File: src/rtl/accel_seq_pkg.sv
// Shared types and constants for the accelerator memory sequencer.
package accel_seq_pkg;

  localparam int DIGEST_WORDS = 8;
  localparam int BLOCK_BITS   = 512;
  localparam int DIGEST_BITS  = 256;
  localparam int WORD_BITS    = 32;

  typedef enum logic [2:0] {
    IDLE     = 3'd0,
    RD_REQ   = 3'd1,
    RD_WAIT  = 3'd2,
    SEND     = 3'd3,
    WAIT_DIG = 3'd4,
    WRITE    = 3'd5,
    DONE     = 3'd6
  } seq_state_t;

  // Byte offset of digest word idx from the destination base address.
  function automatic logic [4:0] word_byte_off(input logic [2:0] idx);
    return {idx, 2'b00};
  endfunction

endpackage

File: src/rtl/accel_mem_sequencer_serializer.sv
// Holds the latched 256-bit digest and walks it out as eight 32-bit words,
// most significant word first.
module digest_serializer
  import accel_seq_pkg::*;
#(
  parameter int ADDR_W = 16
) (
  input  logic                   clk,
  input  logic                   rst,
  input  logic                   load,
  input  logic [DIGEST_BITS-1:0] digest_in,
  input  logic                   commit,
  output logic [WORD_BITS-1:0]   word_data,
  output logic [ADDR_W-1:0]      word_addr_off,
  output logic                   last_word
);

  logic [DIGEST_BITS-1:0] dig_q, dig_d;
  logic [2:0]             idx_q, idx_d;

  // Next-state: load restarts at word 0, each commit advances one word.
  always_comb begin
    // NOTE: every variable gets a default first, so no path can infer a latch.
    dig_d = dig_q;
    idx_d = idx_q;
    if (load) begin
      dig_d = digest_in;
      idx_d = 3'd0;
    end else if (commit) begin
      idx_d = idx_q + 3'd1;
    end
  end

  // Word index register; cleared by reset.
  always_ff @(posedge clk) begin
    // NOTE: sequential state uses <= so every flop samples pre-edge values.
    if (rst) idx_q <= 3'd0;
    else     idx_q <= idx_d;
  end

  // Digest data register.
  // NOTE: pure datapath storage, only read after a load, so it carries no reset.
  always_ff @(posedge clk) begin
    dig_q <= dig_d;
  end

  assign word_data     = dig_q[(DIGEST_BITS-1) - WORD_BITS*int'(idx_q) -: WORD_BITS];
  assign word_addr_off = ADDR_W'(word_byte_off(idx_q));
  assign last_word     = (idx_q == 3'(DIGEST_WORDS-1));

endmodule

File: src/rtl/accel_mem_sequencer.sv
// Accelerator-side datamem client: reads one 64-byte block, hands it to the
// hash core, then writes the 32-byte digest back as eight words.
module accel_mem_sequencer
  import accel_seq_pkg::*;
#(
  parameter int RD_LATENCY = 1,
  parameter int ADDR_W     = 16
) (
  input  logic                   clk,
  input  logic                   rst,
  input  logic                   start,
  input  logic [ADDR_W-1:0]      src_addr,
  input  logic [ADDR_W-1:0]      dst_addr,
  input  logic                   mem_busy,
  output logic [ADDR_W-1:0]      accel_addr,
  output logic [WORD_BITS-1:0]   accel_wrt_data,
  output logic                   accel_wrt_en,
  input  logic [BLOCK_BITS-1:0]  accel_rd_data,
  output logic [BLOCK_BITS-1:0]  blk_data,
  output logic                   blk_valid,
  input  logic                   blk_ready,
  input  logic [DIGEST_BITS-1:0] digest,
  input  logic                   digest_valid,
  output logic                   digest_ready,
  output logic                   busy,
  output logic                   done
);

  localparam logic [1:0] LAT_LAST = 2'(RD_LATENCY - 1);

  seq_state_t            state_q, state_d;
  logic [ADDR_W-1:0]     src_q, src_d;
  logic [ADDR_W-1:0]     dst_q, dst_d;
  logic [1:0]            lat_q, lat_d;
  logic [BLOCK_BITS-1:0] blk_q, blk_d;

  logic                  commit;
  logic                  load;
  logic [WORD_BITS-1:0]  word_data;
  logic [ADDR_W-1:0]     word_addr_off;
  logic                  last_word;

  assign commit = (state_q == WRITE) && !mem_busy;
  assign load   = (state_q == WAIT_DIG) && digest_valid;

  digest_serializer #(.ADDR_W(ADDR_W)) u_ser (
    .clk           (clk),
    .rst           (rst),
    .load          (load),
    .digest_in     (digest),
    .commit        (commit),
    .word_data     (word_data),
    .word_addr_off (word_addr_off),
    .last_word     (last_word)
  );

  // Sequencer FSM next-state and address/block capture.
  always_comb begin
    state_d = state_q;
    src_d   = src_q;
    dst_d   = dst_q;
    lat_d   = lat_q;
    blk_d   = blk_q;
    case (state_q)
      IDLE: begin
        if (start) begin
          src_d   = src_addr;
          dst_d   = dst_addr;
          state_d = RD_REQ;
        end
      end
      RD_REQ: begin
        // Losing arbitration just retries the request next cycle.
        if (!mem_busy) begin
          lat_d   = 2'd0;
          state_d = RD_WAIT;
        end
      end
      RD_WAIT: begin
        if (lat_q == LAT_LAST) begin
          blk_d   = accel_rd_data;
          state_d = SEND;
        end else begin
          lat_d = lat_q + 2'd1;
        end
      end
      SEND:     if (blk_ready)          state_d = WAIT_DIG;
      WAIT_DIG: if (digest_valid)       state_d = WRITE;
      WRITE:    if (commit && last_word) state_d = DONE;
      DONE:     state_d = IDLE;
      default:  state_d = IDLE;
    endcase
  end

  // State and job registers; reset drops any in-flight job without done.
  always_ff @(posedge clk) begin
    if (rst) begin
      state_q <= IDLE;
      src_q   <= '0;
      dst_q   <= '0;
      lat_q   <= 2'd0;
      blk_q   <= '0;
    end else begin
      state_q <= state_d;
      src_q   <= src_d;
      dst_q   <= dst_d;
      lat_q   <= lat_d;
      blk_q   <= blk_d;
    end
  end

  // Outputs decoded from the current state; everything idles at zero.
  always_comb begin
    accel_addr     = '0;
    accel_wrt_data = '0;
    accel_wrt_en   = 1'b0;
    blk_valid      = 1'b0;
    digest_ready   = 1'b0;
    done           = 1'b0;
    case (state_q)
      RD_REQ, RD_WAIT: accel_addr = src_q;
      SEND:            blk_valid = 1'b1;
      WAIT_DIG:        digest_ready = 1'b1;
      WRITE: begin
        accel_wrt_en   = 1'b1;
        accel_addr     = dst_q + word_addr_off;
        accel_wrt_data = word_data;
      end
      DONE:            done = 1'b1;
      default: ;
    endcase
  end

  assign busy     = (state_q != IDLE);
  assign blk_data = blk_q;

endmodule

File: config.mk
export PLATFORM = sky130hd
export DESIGN_NAME = accel_mem_sequencer
export DESIGN_NICKNAME = d
export VERILOG_FILES = /design/src/rtl/accel_seq_pkg.sv /design/src/rtl/accel_mem_sequencer_serializer.sv /design/src/rtl/accel_mem_sequencer.sv
export SDC_FILE = /design/constraint.sdc
export NUM_CORES = 1
export LEC_CHECK = 0
export BUFFER_PORTS_ARGS = -buffer_cell sky130_fd_sc_hd__clkbuf_2
export CORE_AREA = 2 2 540 542
export CTS_CLUSTER_DIAMETER = 100
export DETAILED_ROUTE_END_ITERATION = 8
export DIE_AREA = 0 0 542 544
export PLACE_DENSITY = 0.3
export REMOVE_ABC_BUFFERS = 1
export SLEW_MARGIN = 5
export SYNTH_ARGS = -nofsm -noshare
export SYNTH_HDL_FRONTEND = slang
export SYNTH_SLANG_ARGS = --single-unit
File: constraint.sdc
create_clock -name clk -period 20.6 [get_ports clk]
set_clock_uncertainty 0.15 [all_clocks]
set_input_delay 1.03 -clock clk [delete_from_list [all_inputs] [get_ports clk]]
set_output_delay 1.03 -clock clk [all_outputs]
set_load 0.1 [all_outputs]
==> run_results.csv <==
group,metric,value,unit
clocking,cts_buffers,115,
grt,overflow,0,
routing,dr.pass1.iters,5,
routing,via_per_inst,3.29,
pwr,clkPwrFrac,46.4,%
routing,drc,0,
yosys,async_flop_share,0,%
layout,final_nets,5034,
flow_run,maxCapViolCount,0,
pwr,p_switching,1390,uW
worst_setup_path,cp-start-kind,"flop",
yosys,synth-edff-count,256,
floorplanning,coreArea,0.289,mm^2
routing,routed_wl,187000,um
yosys,synth_cells,2909,
worst_setup_path,worst_r2r_startpoint,"state_q[0]",
sta,fmax,0.191,GHz
placement,io_buffer_count,1370,
clocking,clk_path_buf_depth,4,
worst_setup_path,cp.arrival,4050,ps
grt,antenna_found_initial,102,
layout,final_cell_mix,"clkbuf_2 (1369), nand2_1 (1109), a21oi_1 (552), dfxtp_1 (549), edfxtp_1 (256)",
grt,grt_max_degree,184,
worst_setup_path,crit_type,"reg2out",
worst_setup_path,rrSetupSlack,16670,ps
yosys,ys_ff_latch,808,
sta,fin_setup_tns,0,ps
grt,grt_pass1_wl,245000,um
layout,multi_input_area,0.00947,mm^2
floorplanning,fp.dieH,544,um
sta,layout_min_cycle_time,5230,ps
pwr,internal_power,3070,uW
clocking,cts-root-buf,"clkbuf_16",
yosys,yosysUniqueCellTypes,47,
layout,area_growth_syn_to_layout,50.7,%
yosys,yosysSeqAreaShare,64.0,%
layout,drive_gt1_share,38.3,%
sta,hold_violations,0,
yosys,syn_area,0.0293,mm^2
sta,period_share,25.4,%
clocking,hold_buffers,0,
clocking,postCtsSetupRepairBufs,0,
placement,hpwlAfterDp,152000,um
sta,maxSlewHeadroom,23.9,%
layout,nFillCells,33036,
worst_hold_path,hold_class,"in2reg",
worst_setup_path,reg2reg_depth,7,
clocking,cts.sinks,808,
sta,slew_violations,0,
floorplanning,die_area,0.295,mm^2
pwr,p_comb_share,14.9,%
sta,rsz0062_at_grt,"no",
outcome,status,"finished, final reports clean",
placement,place_congestion,0.810,
routing,final_antenna_net_count,0,
worst_hold_path,holdPathStages,1,
routing,wire_per_inst,23.0,um
layout,seqCellArea,0.0187,mm^2
clocking,ctsResizeCount,0,
yosys,synth_area_per_cell,10.1,um^2
worst_hold_path,hold_start,"digest[81]",
routing,drt_iter0_markers,1304,
sta,tightest_slew,1140,ps
grt,grt_util_all_layers,12.1,%
layout,layout_commonest_cell,"clkbuf_2",
pwr,power_density,101,mW/mm^2
floorplanning,die_w,542,um
clocking,clock_latency,850,ps
floorplanning,start_util,10.1,%
clocking,clkSlewWorstSetupHoldPaths,60,ps
sta,setup_ws,15370,ps
pwr,swShare,31.2,%
clocking,htreeDepth,3,
worst_setup_path,crit_path_end_kind,"output port",
pwr,leakage,0.0169,uW
yosys,ys.warnings.count,0,
yosys,dominantRegCellSynth,"dfxtp_1",
worst_hold_path,hold_path_end,"u_ser.dig_q[81]",
grt,grt_pass1_vias,27693,
worst_setup_path,cp.required,19420,ps
pwr,pwr-share-seq,38.6,%
pwr,irDropWorstVdd,70.1,uV
placement,post-place-ws,16090,ps
worst_setup_path,reg2reg_to,"blk_data[32]",
worst_setup_path,worstPathMaxFanout,27,
sta,setup_viol,0,
routing,dr_total_vias,26778,
floorplanning,fp-row-count,198,
floorplanning,ioPinCount,1371,
clocking,cts_tree,"yes",
## power by group through the flow
stage	Clock, uW	Sequential [uW]	Combinational (uW)
2_1_floorplan	0	2070	150
3_3_place_gp	0	1760	685
3_5_place_dp	0	1760	686
4_1_cts	2170	1730	686
5_1_grt	2220	1730	709
6_report	2070	1730	668
## cells by family after synthesis
family	Yosys count	synth area share [%]
mux	96	6.02
buf+inv	221	3.72
flops	808	64.0
fa+ha+maj	7	0.325
simple gates	1180	15.4
xor+xnor	10	0.299
compound gates	587	10.3
## routing by layer
| metal | vias to the layer above | GRT usage, % | wire, um |
|---|---|---|---|
| met2 | 1179 | 22.5 | 96000 |
| li1 | 12444 | - | - |
| met1 | 12756 | 11.8 | 64200 |
| met4 | 82 | 2.97 | 5010 |
| met3 | 317 | 6.32 | 21700 |
| met5 | - | 0 | 532 |
## synth_stat cells, drive strengths merged, types with 3 or more instances
master | number | area (um^2)
clkbuf | 74 | 278
and3 | 4 | 25.0
inv | 11 | 41.3
o211ai | 3 | 22.5
nand2 | 1109 | 4160
nor3 | 9 | 45.0
xor2 | 6 | 52.6
o21ai | 16 | 80.1
edfxtp | 256 | 7690
dfxtp | 552 | 11100
a21oi | 553 | 2770
buf | 136 | 769
xnor2 | 4 | 35.0
mux4 | 64 | 1440
nor2 | 44 | 168
a22o | 3 | 26.3
ha | 6 | 75.1
mux2i | 32 | 320
## area by class of cell
class	instances	share of cell area, %
inverter	11	0.0936
sequential	808	42.5
clock inverter	41	1.37
clock buffer	163	7.44
tap	3800	10.8
antenna	29	0.164
timing repair buffer	1405	16.2
multi-input combinational	1880	21.5
## through the flow
| step | hold WS (ps) | instances | cell area, um^2 | utilization [%] | power [uW] |
|---|---|---|---|---|---|
| floorplan | 280 | 2699 | 28200 | - | 2220 |
| global placement | 290 | 7904 | 40200 | 13.9 | 2440 |
| detailed placement | 295 | 7904 | 40200 | 13.9 | 2450 |
| CTS | 88.7 | 8108 | 44000 | 15.2 | 4580 |
| global route | 128 | 8112 | 44100 | 15.2 | 4660 |
| finish | 194 | 8137 | 44100 | 15.2 | 4470 |
## worst max path at each step
stage                   startpoint                 to  slack, ps  depth (start not counted)
finish              u_ser.idx_q[0]  accel_wrt_data[5]      15370                          6
detailed placement  u_ser.idx_q[0]  accel_wrt_data[5]      16090                          6
global route        u_ser.idx_q[0]  accel_wrt_data[5]      14990                          6
CTS                 u_ser.idx_q[0]  accel_wrt_data[5]      15110                          6
global placement    u_ser.idx_q[0]     accel_addr[12]      16020                          8
floorplan             digest_valid     u_ser.idx_q[0]        160                          4
## registers in the layout, summed over array words and instances, names as in the netlist
register	flops
u_ser.idx_q	3
blk_data	512
src_q	16
dst_q	16
lat_q	2
u_ser.dig_q	256
state_q	3
## critical path, cell delays in order (launching register included)
cell,delay (ps)
dfxtp_4,610
buf_4,490
buf_4,580
mux4_2,570
mux2i_1,300
nor2_1,150
clkbuf_2,400
No activity file was read; power rests on OpenSTA's default activity.
